### config.mk
export PLATFORM = sky130hd
export DESIGN_NAME = audio_i2s_tx
export DESIGN_NICKNAME = d
export VERILOG_FILES = /design/src/rtl/audio_i2s_tx.sv
export SDC_FILE = /design/constraint.sdc
export NUM_CORES = 1
export LEC_CHECK = 0
export CORE_MARGIN = 5
export CORE_UTILIZATION = 51
export DETAILED_ROUTE_END_ITERATION = 8
export PLACE_DENSITY = 0.7
export SLEW_MARGIN = 30
export SYNTH_ARGS = -nofsm -noshare
export SYNTH_HDL_FRONTEND = slang
export SYNTH_SLANG_ARGS = --single-unit
### constraint.sdc
create_clock -name CLOCK_50 -period 8.9 [get_ports CLOCK_50]
set_input_delay 2.67 -clock CLOCK_50 [delete_from_list [all_inputs] [get_ports CLOCK_50]]
set_output_delay 2.67 -clock CLOCK_50 [all_outputs]
set_load 0.02 [all_outputs]
### src/rtl/audio_i2s_tx.sv
// I2S slave-mode DAC serializer: stereo FIFO fed by tick, words shifted out MSB first
// on the codec's BCLK/LRCK, which are sampled as asynchronous inputs on CLOCK_50.
`timescale 1ns/1ps
module audio_i2s_tx #(
  parameter int WIDTH       = 32,
  parameter int FIFO_DEPTH  = 4,
  parameter int SYNC_STAGES = 2
) (
  input  logic                          CLOCK_50,
  input  logic                          reset_n,
  input  logic                          tick,
  input  logic [WIDTH-1:0]              in_L,
  input  logic [WIDTH-1:0]              in_R,
  input  logic                          AUD_BCLK,
  input  logic                          AUD_DACLRCK,
  output logic                          AUD_DACDAT,
  output logic                          sample_req,
  output logic                          fifo_full,
  output logic [$clog2(FIFO_DEPTH):0]   fifo_level,
  output logic                          overflow,
  output logic                          underflow
);
  localparam int AW = $clog2(FIFO_DEPTH);
  localparam int LW = AW + 1;
  localparam int CW = $clog2(WIDTH);

  // Bit 0 carries BCLK, bit 1 carries LRCK through the same synchronizer chain.
  logic [SYNC_STAGES-1:0][1:0] sync_q;
  logic [1:0] hist_q;
  logic [1:0] cur;
  logic       bclk_fall, lr_fall, lr_rise;

  always_ff @(posedge CLOCK_50 or negedge reset_n) begin
    if (!reset_n) begin
      sync_q <= '0;
      hist_q <= '0;
    end else begin
      sync_q[0] <= {AUD_DACLRCK, AUD_BCLK};
      for (int i = 1; i < SYNC_STAGES; i++) sync_q[i] <= sync_q[i-1];
      hist_q <= sync_q[SYNC_STAGES-1];
    end
  end

  assign cur       = sync_q[SYNC_STAGES-1];
  assign bclk_fall = hist_q[0] & ~cur[0];
  assign lr_fall   = hist_q[1] & ~cur[1];
  assign lr_rise   = ~hist_q[1] & cur[1];

  logic [2*WIDTH-1:0] mem [FIFO_DEPTH];
  logic [AW-1:0]      wr_ptr, rd_ptr;
  logic [LW-1:0]      count_reg;
  logic               empty, full, pop_en, wr_en, overflow_reg;
  logic [2*WIDTH-1:0] rd_data;
  logic [WIDTH-1:0]   pop_l, pop_r;

  assign empty   = (count_reg == '0);
  assign full    = (count_reg == LW'(FIFO_DEPTH));
  assign pop_en  = lr_fall & ~empty;
  // A pop in the same cycle frees a slot, so a full FIFO still accepts the write.
  assign wr_en   = tick & (~full | pop_en);
  assign rd_data = mem[rd_ptr];
  assign pop_l   = pop_en ? rd_data[2*WIDTH-1:WIDTH] : '0;
  assign pop_r   = pop_en ? rd_data[WIDTH-1:0]       : '0;

  always_ff @(posedge CLOCK_50) begin
    if (wr_en) mem[wr_ptr] <= {in_L, in_R};
  end

  always_ff @(posedge CLOCK_50 or negedge reset_n) begin
    if (!reset_n) begin
      wr_ptr       <= '0;
      rd_ptr       <= '0;
      count_reg    <= '0;
      overflow_reg <= 1'b0;
    end else begin
      if (wr_en)  wr_ptr <= wr_ptr + AW'(1);
      if (pop_en) rd_ptr <= rd_ptr + AW'(1);
      count_reg    <= count_reg + LW'(wr_en) - LW'(pop_en);
      overflow_reg <= tick & ~wr_en;
    end
  end

  typedef enum logic [1:0] {IDLE, ARM, SHIFT, PAD} state_t;
  state_t state, state_next;
  logic   load_l, load_r, shift_en, clear_dat;
  logic [WIDTH-1:0] shift_reg, hold_r;
  logic [CW-1:0]    bit_cnt;
  logic             dat_reg;

  always_ff @(posedge CLOCK_50 or negedge reset_n) begin
    if (!reset_n) state <= IDLE;
    else          state <= state_next;
  end

  always_comb begin
    state_next = state;
    load_l     = 1'b0;
    load_r     = 1'b0;
    shift_en   = 1'b0;
    clear_dat  = 1'b0;
    if (lr_fall) begin
      state_next = ARM;
      load_l     = 1'b1;
    end else if (lr_rise && state != IDLE) begin
      state_next = ARM;
      load_r     = 1'b1;
    end else if (bclk_fall) begin
      case (state)
        ARM: begin
          shift_en   = 1'b1;
          state_next = SHIFT;
        end
        SHIFT: begin
          if (bit_cnt != '0) shift_en = 1'b1;
          else begin
            clear_dat  = 1'b1;
            state_next = PAD;
          end
        end
        default: ;
      endcase
    end
  end

  // The left word goes straight from the FIFO head into the shifter; only R needs holding.
  always_ff @(posedge CLOCK_50 or negedge reset_n) begin
    if (!reset_n) begin
      shift_reg <= '0;
      hold_r    <= '0;
      bit_cnt   <= '0;
      dat_reg   <= 1'b0;
    end else if (load_l) begin
      shift_reg <= pop_l;
      hold_r    <= pop_r;
      dat_reg   <= 1'b0;
    end else if (load_r) begin
      shift_reg <= hold_r;
      dat_reg   <= 1'b0;
    end else if (shift_en) begin
      dat_reg   <= shift_reg[WIDTH-1];
      shift_reg <= {shift_reg[WIDTH-2:0], 1'b0};
      bit_cnt   <= (state == ARM) ? CW'(WIDTH-1) : bit_cnt - CW'(1);
    end else if (clear_dat) begin
      dat_reg   <= 1'b0;
    end
  end

  assign AUD_DACDAT = dat_reg;
  assign sample_req = lr_fall;
  assign underflow  = lr_fall & empty;
  assign overflow   = overflow_reg;
  assign fifo_full  = full;
  assign fifo_level = count_reg;

endmodule

==> impl_metrics.ini, run 1 <==
[worst_setup_path]
critical_path_class = reg2out
critPathMaxFanout = 38
critical_path_arrival_ns = 2.90
start_kind = flip-flop
required_ns = 6.23
r2r_start = cur[1]$_DFF_PN0_
crit_start = cur[1]$_DFF_PN0_
end_kind = output port

[clock_tree]
htree_levels = 2
cts_tree = done
cts_sinks = 342
cts_root_buffer = clkbuf_16
holdBufCountCts = 0
clk_latency_ns = 0.50
post_cts_resized = 0
cts_buffers = 35
cts_setup_buffers = 0
cts_buffer_depth = 3
clk_transition_reported_paths_ns = 0.05

[final_layout]
area_growth_pct = 16.9
post_route_cells_drive_above_1_share_pct = 22.0
largest_reg_flops = 256
antenna_cells = 0
fin_nets = 819
final.fill_count = 1823

[timing]
setup_violations = 0
period_needed_ns = 5.57
hold_viol = 0
relSlewSlack_pct = 44.8
max_freq_ghz = 0.180
clock_skew_ns = 0.0170
rsz0062_at_grt = false
final-max-slew-violation-count = 0
finalSetupTns_ns = 0
period_share_pct = 62.6
worst_slew_pin_slew_ns = 0.828

[placement]
hpwl_mm = 13.5
place.gp.congestion = 0.768
io_buffers = 76

[global_route]
grt_pass1_wl_mm = 38.9
met1_usage_pct = 23.0
grt.total_usage_pct = 16.9
grt_pass1_vias = 7068
gr-total-overflow = 0
grt.met3_usage_pct = 2.67
antenna_found_initial = 0
grt_max_degree = 66
grt_util_met2_pct = 29.2
gr-max-usage-layer = met2

[synthesis]
synth.distinct_cells = 42
synth-edff-count = 256
syn-mean-instance-area_um2 = 20.5
ys_warn_count = 0
synthArstFlopShare_pct = 25.1
postSynthCellCount = 651
ys.flop_type = edfxtp_1
syn_nets = 731
netlist_area_mm2 = 0.0134
synth-seq-cells = 342
ys_seq_area_share_pct = 73.6

[die]
coreArea_mm2 = 0.0259
dieArea_mm2 = 0.0296
core.rowCount = 59
dieWidth_um = 172
initial_core_util_pct = 51.6
die_h_um = 172
io_pins = 77

[power_and_ir_drop]
leakage_nw = 5.50
power_frac_clock_pct = 28.6
p_seq_share_pct = 47.3
p_switching_mw = 1.33
sw_frac_of_total_pct = 26.6
total_power_mw = 4.99
internal_power_mw = 3.66
vdd_ir_drop_max_v = 0.000215
combPwrFrac_pct = 24.1
p_per_area_mw_per_mm2 = 319

[job]
max_cap_violations = 0

[route]
routed_wl_mm = 24.1
drc_errors = 0
routed_via_density = 5.77
drt-wirelength-per-cell_um = 22.0
dr.pass1.iters = 4
drt_iter0_markers = 472
postRouteAntennaNets = 0
vias = 6341

[worst_hold_path]
hold_class = reg2reg
worstHoldStart = sync_q[0]$_DFF_PN0_

[outcome]
status = finished, final reports clean
==> Yosys cell counts, types with 2 or more instances <==
| master | n | area (um^2) |
|---|---|---|
| mux4_2 | 64 | 1440 |
| o2bb2ai_1 | 32 | 280 |
| xnor2_1 | 4 | 35.0 |
| nor4_1 | 3 | 18.8 |
| buf_2 | 10 | 50.1 |
| nand3b_1 | 2 | 15.0 |
| or3_1 | 6 | 37.5 |
| inv_1 | 11 | 41.3 |
| buf_6 | 3 | 33.8 |
| edfxtp_1 | 256 | 7690 |
| clkbuf_1 | 13 | 48.8 |
| mux2i_1 | 31 | 310 |
| buf_1 | 10 | 37.5 |
| nor3_1 | 3 | 15.0 |
| o31a_1 | 3 | 26.3 |
| nand2_1 | 4 | 15.0 |
| dfrtp_1 | 86 | 2150 |
| mux2_2 | 3 | 33.8 |
| nor3b_1 | 2 | 15.0 |
| nor2_1 | 5 | 18.8 |
| mux2_4 | 28 | 420 |
| o21ai_0 | 3 | 15.0 |
| a21oi_1 | 5 | 25.0 |
| a22o_1 | 32 | 280 |
| ha_1 | 10 | 125 |
| nand2b_1 | 2 | 12.5 |
| and2_1 | 5 | 31.3 |
==> layer usage <==
| metal | up-vias | share of wire [%] | wire length (um) |
|---|---|---|---|
| li1 | 2822 | - | - |
| met1 | 3359 | 43 | 10400 |
| met2 | 125 | 51 | 12300 |
| met3 | 35 | 4.2 | 1010 |
| met4 | 0 | 1.8 | 424 |
| met5 | - | 0 | 0 |
==> layout make-up <==
| type | instances | area, um^2 | area share, % |
|---|---|---|---|
| inverter | 12 | 45.0 | 0.288 |
| timing repair buffer | 87 | 856 | 5.47 |
| clock buffer | 49 | 1000 | 6.40 |
| clock inverter | 13 | 133 | 0.848 |
| sequential | 342 | 9840 | 63.0 |
| multi-input combinational | 261 | 3330 | 21.3 |
| tap | 335 | 419 | 2.68 |
==> through the flow <==
stage	utilization [%]	hold WS [ns]	instance area (um^2)	worst slack (ns)	std cells
after global placement	55.9	0.344	14500	3.52	1037
after global routing	60.3	0.378	15600	3.22	1099
after CTS	60.3	0.364	15600	3.33	1099
after detailed placement	55.9	0.344	14500	3.48	1037
after floorplan	-	0.331	13400	3.87	651
final	60.3	0.363	15600	3.33	1099
==> path summary, 6_finish.rpt <==
check                                       endpoint  slack (ns)  cells past startpoint
min in group asynchronous     hold_r[29]$_DFFE_PN0N_        2.14                      1
max                                        underflow        3.33                      5
min                                 cur[0]$_DFF_PN0_        0.36                      0
max in group asynchronous      rd_ptr[0]$_DFFE_PN0P_        5.64                      2
min reg2reg                         cur[0]$_DFF_PN0_        0.36                      0
max reg2reg                shift_reg[22]$_DFFE_PN0P_        5.84                      7
==> placed cells by master, fill, tap and decap left out, types with 4 or more instances in the layout <==
cell / instances
a21oi_1: 5
a22o_1: 32
and2_2: 4
buf_4: 8
buf_6: 4
clkbuf_1: 9
clkbuf_16: 37
clkdlybuf4s50_1: 75
clkinv_1: 6
clkinv_2: 4
dfrtp_1: 84
edfxtp_1: 256
ha_1: 10
inv_1: 11
mux2_4: 28
mux2i_1: 31
mux4_2: 64
nand2_1: 4
nor2_1: 4
o2bb2ai_1: 32
or3_1: 6
xnor2_1: 4
==> worst max-delay path: stages (launching register included) <==
cell             delay [ns]
dfrtp_1                0.39
nand2b_2               0.17
buf_4                  0.30
inv_2                  0.67
and2_1                 0.24
clkdlybuf4s50_1        0.60
==> power by group through the flow <==
stage	logic [mW]	registers, mW	clock network (mW)
2_1_floorplan	0.968	2.30	0
3_3_place_gp	1.19	2.37	0
3_5_place_dp	1.23	2.39	0
4_1_cts	1.23	2.37	1.46
5_1_grt	1.31	2.40	1.53
6_report	1.20	2.36	1.43
==> cell families after synthesis <==
group	Yosys count	synth area share, %
xor+xnor	5	0.328
buf+inv	48	1.61
mux	126	16.5
fa+ha+maj	11	1.09
compound gates	83	5.29
simple gates	36	1.59
flops	342	73.6
No activity file was read; power rests on OpenSTA's default activity.
==> run 2, diff against run 1 <==
- PLACE_DENSITY: 0.7 -> 0.73
- clock period: 8.9 -> 5.1 ns (I/O delays scaled with it)
==> impl_metrics.ini, run 2 (synthesis results as in run 1) <==
[power_and_ir_drop]
vdd_ir_drop_max_v = 0.000381
leakage_nw = 5.56
combPwrFrac_pct = 24.9
p_seq_share_pct = 47.2
p_per_area_mw_per_mm2 = 555
sw_frac_of_total_pct = 27.3
total_power_mw = 8.74
p_switching_mw = 2.38
power_frac_clock_pct = 27.9
internal_power_mw = 6.36

[die]
core.rowCount = 59
coreArea_mm2 = 0.0259
die_h_um = 172
io_pins = 77
initial_core_util_pct = 51.6
dieWidth_um = 172
dieArea_mm2 = 0.0296

[clock_tree]
holdBufCountCts = 0
clk_transition_reported_paths_ns = 0.06
cts_buffer_depth = 3
clk_latency_ns = 0.51
htree_levels = 2
cts_setup_buffers = 0
cts_sinks = 342
cts_buffers = 35
post_cts_resized = 0
cts_root_buffer = clkbuf_16
cts_tree = done

[worst_setup_path]
rrSetupSlack_ns = 2.03
reg2regPathDepth = 5
start_kind = flip-flop
critical_path_class = reg2out
r2r_start = cur[1]$_DFF_PN0_
critPathMaxFanout = 5
timing.rr.end = mem[2][5]$_DFFE_PP_
end_kind = output port
critical_path_arrival_ns = 2.24
crit_path_end = underflow
crit_start = fifo_level[1]$_DFF_PN0_
required_ns = 3.57

[timing]
final-max-slew-violation-count = 0
rsz0062_at_grt = false
finalSetupTns_ns = 0
max_freq_ghz = 0.265
worst_slew_pin_slew_ns = 0.929
relSlewSlack_pct = 38.0
setup_violations = 0
period_needed_ns = 3.77
clock_skew_ns = 0.0148
period_share_pct = 73.9
hold_viol = 0

[global_route]
grt.total_usage_pct = 17.9
grt_pass1_vias = 6964
antenna_found_initial = 0
grt_max_degree = 65
grt_pass1_wl_mm = 40.5
gr-total-overflow = 0

[job]
max_cap_violations = 0

[worst_hold_path]
whs_path_depth = 0
worstHoldStart = sync_q[1]$_DFF_PN0_
hold_class = reg2reg

[final_layout]
area_growth_pct = 17.8
final_common_cell = edfxtp_1
final.fill_count = 1800
layout_common_cells = edfxtp_1 (256), dfrtp_1 (84), clkdlybuf4s50_1 (75), mux4_2 (64), clkbuf_16 (36)
antenna_cells = 0
fin_util_pct = 60.8
fin_cells = 1109
largest_reg_flops = 256
fin_nets = 827
post_route_cells_drive_above_1_share_pct = 23.5

[route]
routed_wl_mm = 25.6
vias = 6493
drt_iter0_markers = 457
postRouteAntennaNets = 0
drt-wirelength-per-cell_um = 23.1
drc_errors = 0
routed_via_density = 5.85
dr.pass1.iters = 4

[placement]
dpl.cell_count = 1044
hpwl_mm = 14.9
io_buffers = 76
place.gp.congestion = 0.756

[outcome]
status = finished, final reports clean
==> run 2: power groups by stage <==
stage | Clock, mW | Combinational [mW] | Sequential [mW]
floorplan | 0 | 1.69 | 4.01
global placement | 0 | 2.04 | 4.20
detailed placement | 0 | 2.12 | 4.24
CTS | 2.50 | 2.14 | 4.19
global route | 2.62 | 2.37 | 4.20
finish | 2.44 | 2.18 | 4.12
==> run 2: worst min path at each step <==
stage	endpoint	slack [ns]
5_1_grt	cur[0]$_DFF_PN0_	0.36
3_3_place_gp	cur[0]$_DFF_PN0_	0.35
3_5_place_dp	cur[0]$_DFF_PN0_	0.34
6_report	cur[1]$_DFF_PN0_	0.35
2_1_floorplan	cur[0]$_DFF_PN0_	0.33
4_1_cts	cur[1]$_DFF_PN0_	0.35
==> run 2: layout make-up <==
type | count | area (um^2) | share of cell area [%]
clock buffer | 49 | 1000 | 6.35
clock inverter | 15 | 116 | 0.739
inverter | 12 | 45.0 | 0.286
multi-input combinational | 261 | 3330 | 21.2
sequential | 342 | 9840 | 62.5
tap | 335 | 419 | 2.66
timing repair buffer | 95 | 991 | 6.29
==> run 2: metal layers <==
layer	global-route usage (%)	vias up	routed length, um
met1	25.0	3441	11000
met2	29.9	182	12800
met3	3.20	31	1320
met5	0	-	0
met4	3.93	0	446
li1	-	2839	-
==> run 2: critical path, stage by stage (launching register included) <==
cell	delay, ns
dfrtp_1	0.44
nor3_1	0.50
and2_1	0.20
clkdlybuf4s50_1	0.60
==> run 2: per-stage QoR <==
stage | worst slack [ns] | area (um^2) | hold WS (ns)
after floorplan | 1.21 | 13400 | 0.331
after global placement | 1.02 | 14600 | 0.346
after detailed placement | 0.939 | 14600 | 0.338
after CTS | 1.30 | 15700 | 0.350
after global routing | 1.25 | 15800 | 0.363
final | 1.33 | 15800 | 0.350
==> run 3, diff against run 2 <==
- PLACE_DENSITY: 0.73 -> 0.7
- clock period: 5.1 -> 3.8 ns (I/O delays scaled with it)
==> impl_metrics.ini, run 3 (synthesis results as in run 1) <==
[clock_tree]
cts_sinks = 342
post_cts_resized = 0
cts_root_buffer = clkbuf_16
clk_transition_reported_paths_ns = 0.06
cts_buffers = 36
cts_tree = done
holdBufCountCts = 0
clk_latency_ns = 0.50
htree_levels = 2
cts_buffer_depth = 3
cts_setup_buffers = 0

[global_route]
grt_pass1_vias = 7042
grt_pass1_wl_mm = 39.6
grt.total_usage_pct = 17.4
antenna_found_initial = 0
gr-total-overflow = 0
grt_max_degree = 61

[placement]
place.gp.congestion = 0.762
dpl.cell_count = 1046
pre_cts_ws_ns = 0.575
io_buffers = 76
place_area_mm2 = 0.0146
hpwl_mm = 15.1

[worst_setup_path]
critPathMaxFanout = 5
critical_path_arrival_ns = 2.27
reg2regPathDepth = 5
end_kind = output port
critical_path_class = reg2out
start_kind = flip-flop
required_ns = 2.66

[timing]
hold_viol = 0
setup_violations = 0
final-max-slew-violation-count = 0
clock_skew_ns = 0.0161
holdWs_ns = 0.371
worst_slew_pin_slew_ns = 0.884
rsz0062_at_grt = false
max_freq_ghz = 0.293
period_share_pct = 89.8
relSlewSlack_pct = 41.0
period_needed_ns = 3.41
finalSetupTns_ns = 0
worst_slack_ns = 0.389

[final_layout]
fin_nets = 829
post_route_cells_drive_above_1_share_pct = 23.5
seq_area_mm2 = 0.00984
final.fill_count = 1796
largest_reg_flops = 256
finish.instance_area_mm2 = 0.0157
layout_common_cells = edfxtp_1 (256), dfrtp_1 (84), clkdlybuf4s50_1 (75), mux4_2 (64), clkbuf_16 (37)
final_common_cell = edfxtp_1
fin_util_pct = 60.7
area_growth_pct = 17.7
antenna_cells = 0
multi_input_area_mm2 = 0.00333
fin_cells = 1110

[die]
core.rowCount = 59
dieWidth_um = 172
die_h_um = 172
dieArea_mm2 = 0.0296
initial_core_util_pct = 51.6
coreArea_mm2 = 0.0259
io_pins = 77

[route]
routed_wl_mm = 24.9
drc_errors = 0
routed_via_density = 5.76
drt_iter0_markers = 468
dr.pass1.iters = 5
vias = 6399
postRouteAntennaNets = 0
drt-wirelength-per-cell_um = 22.4

[power_and_ir_drop]
total_power_mw = 11.7
vdd_ir_drop_max_v = 0.000482
leakage_nw = 5.56
p_per_area_mw_per_mm2 = 745

[job]
max_cap_violations = 0

[worst_hold_path]
hold_class = reg2reg
whs_path_depth = 0

[outcome]
status = finished, final reports clean
## run 3: cell types whose count changed in the layout (fill, tap and decap cells not counted), sizes merged
| cell | before | now |
|---|---|---|
| clkbuf | 49 | 48 |
| inv | 13 | 12 |
| clkinvlp | 2 | 1 |
| clkinv | 11 | 13 |
| buf | 20 | 21 |
| bufinv | 1 | 2 |
## run 3: area by class of cell
| cell class | instances | share of cell area [%] |
|---|---|---|
| tap | 335 | 2.66 |
| clock buffer | 48 | 6.21 |
| multi-input combinational | 261 | 21.2 |
| clock inverter | 16 | 0.851 |
| timing repair buffer | 96 | 6.25 |
| inverter | 12 | 0.286 |
| sequential | 342 | 62.6 |
## run 3: worst paths after layout
kind	startpoint	endpoint	slack (ns)
setup / recovery	fifo_level[1]$_DFF_PN0_	underflow	0.39
hold / removal	sync_q[0]$_DFF_PN0_	cur[0]$_DFF_PN0_	0.37
setup reg to reg	cur[1]$_DFF_PN0_	mem[1][12]$_DFFE_PP_	1.26
hold reg to reg	sync_q[0]$_DFF_PN0_	cur[0]$_DFF_PN0_	0.37
max in group asynchronous	reset_n	shift_reg[20]$_DFFE_PN0P_	2.45
min in group asynchronous	reset_n	hold_r[30]$_DFFE_PN0N_	0.71
## run 3: critical path, cell delays in order, from the launching register on
cell,delay (ns)
dfrtp_1,0.43
nor3_1,0.53
and2_1,0.20
clkdlybuf4s50_1,0.60
## run 3: routing by layer
metal  GRT usage, %  wire (um)  part of all wire [%]
met5              0          0                     0
met4           5.13        591                   2.4
met3           3.06       1140                   4.6
met2           29.6      12800                    51
met1           23.3      10300                    42
## run 3: power by group
group / switching, mW / internal, mW / total (mW)
sequential: 0.462 / 5.02 / 5.49
clock: 1.34 / 1.95 / 3.29
combinational: 1.35 / 1.59 / 2.95
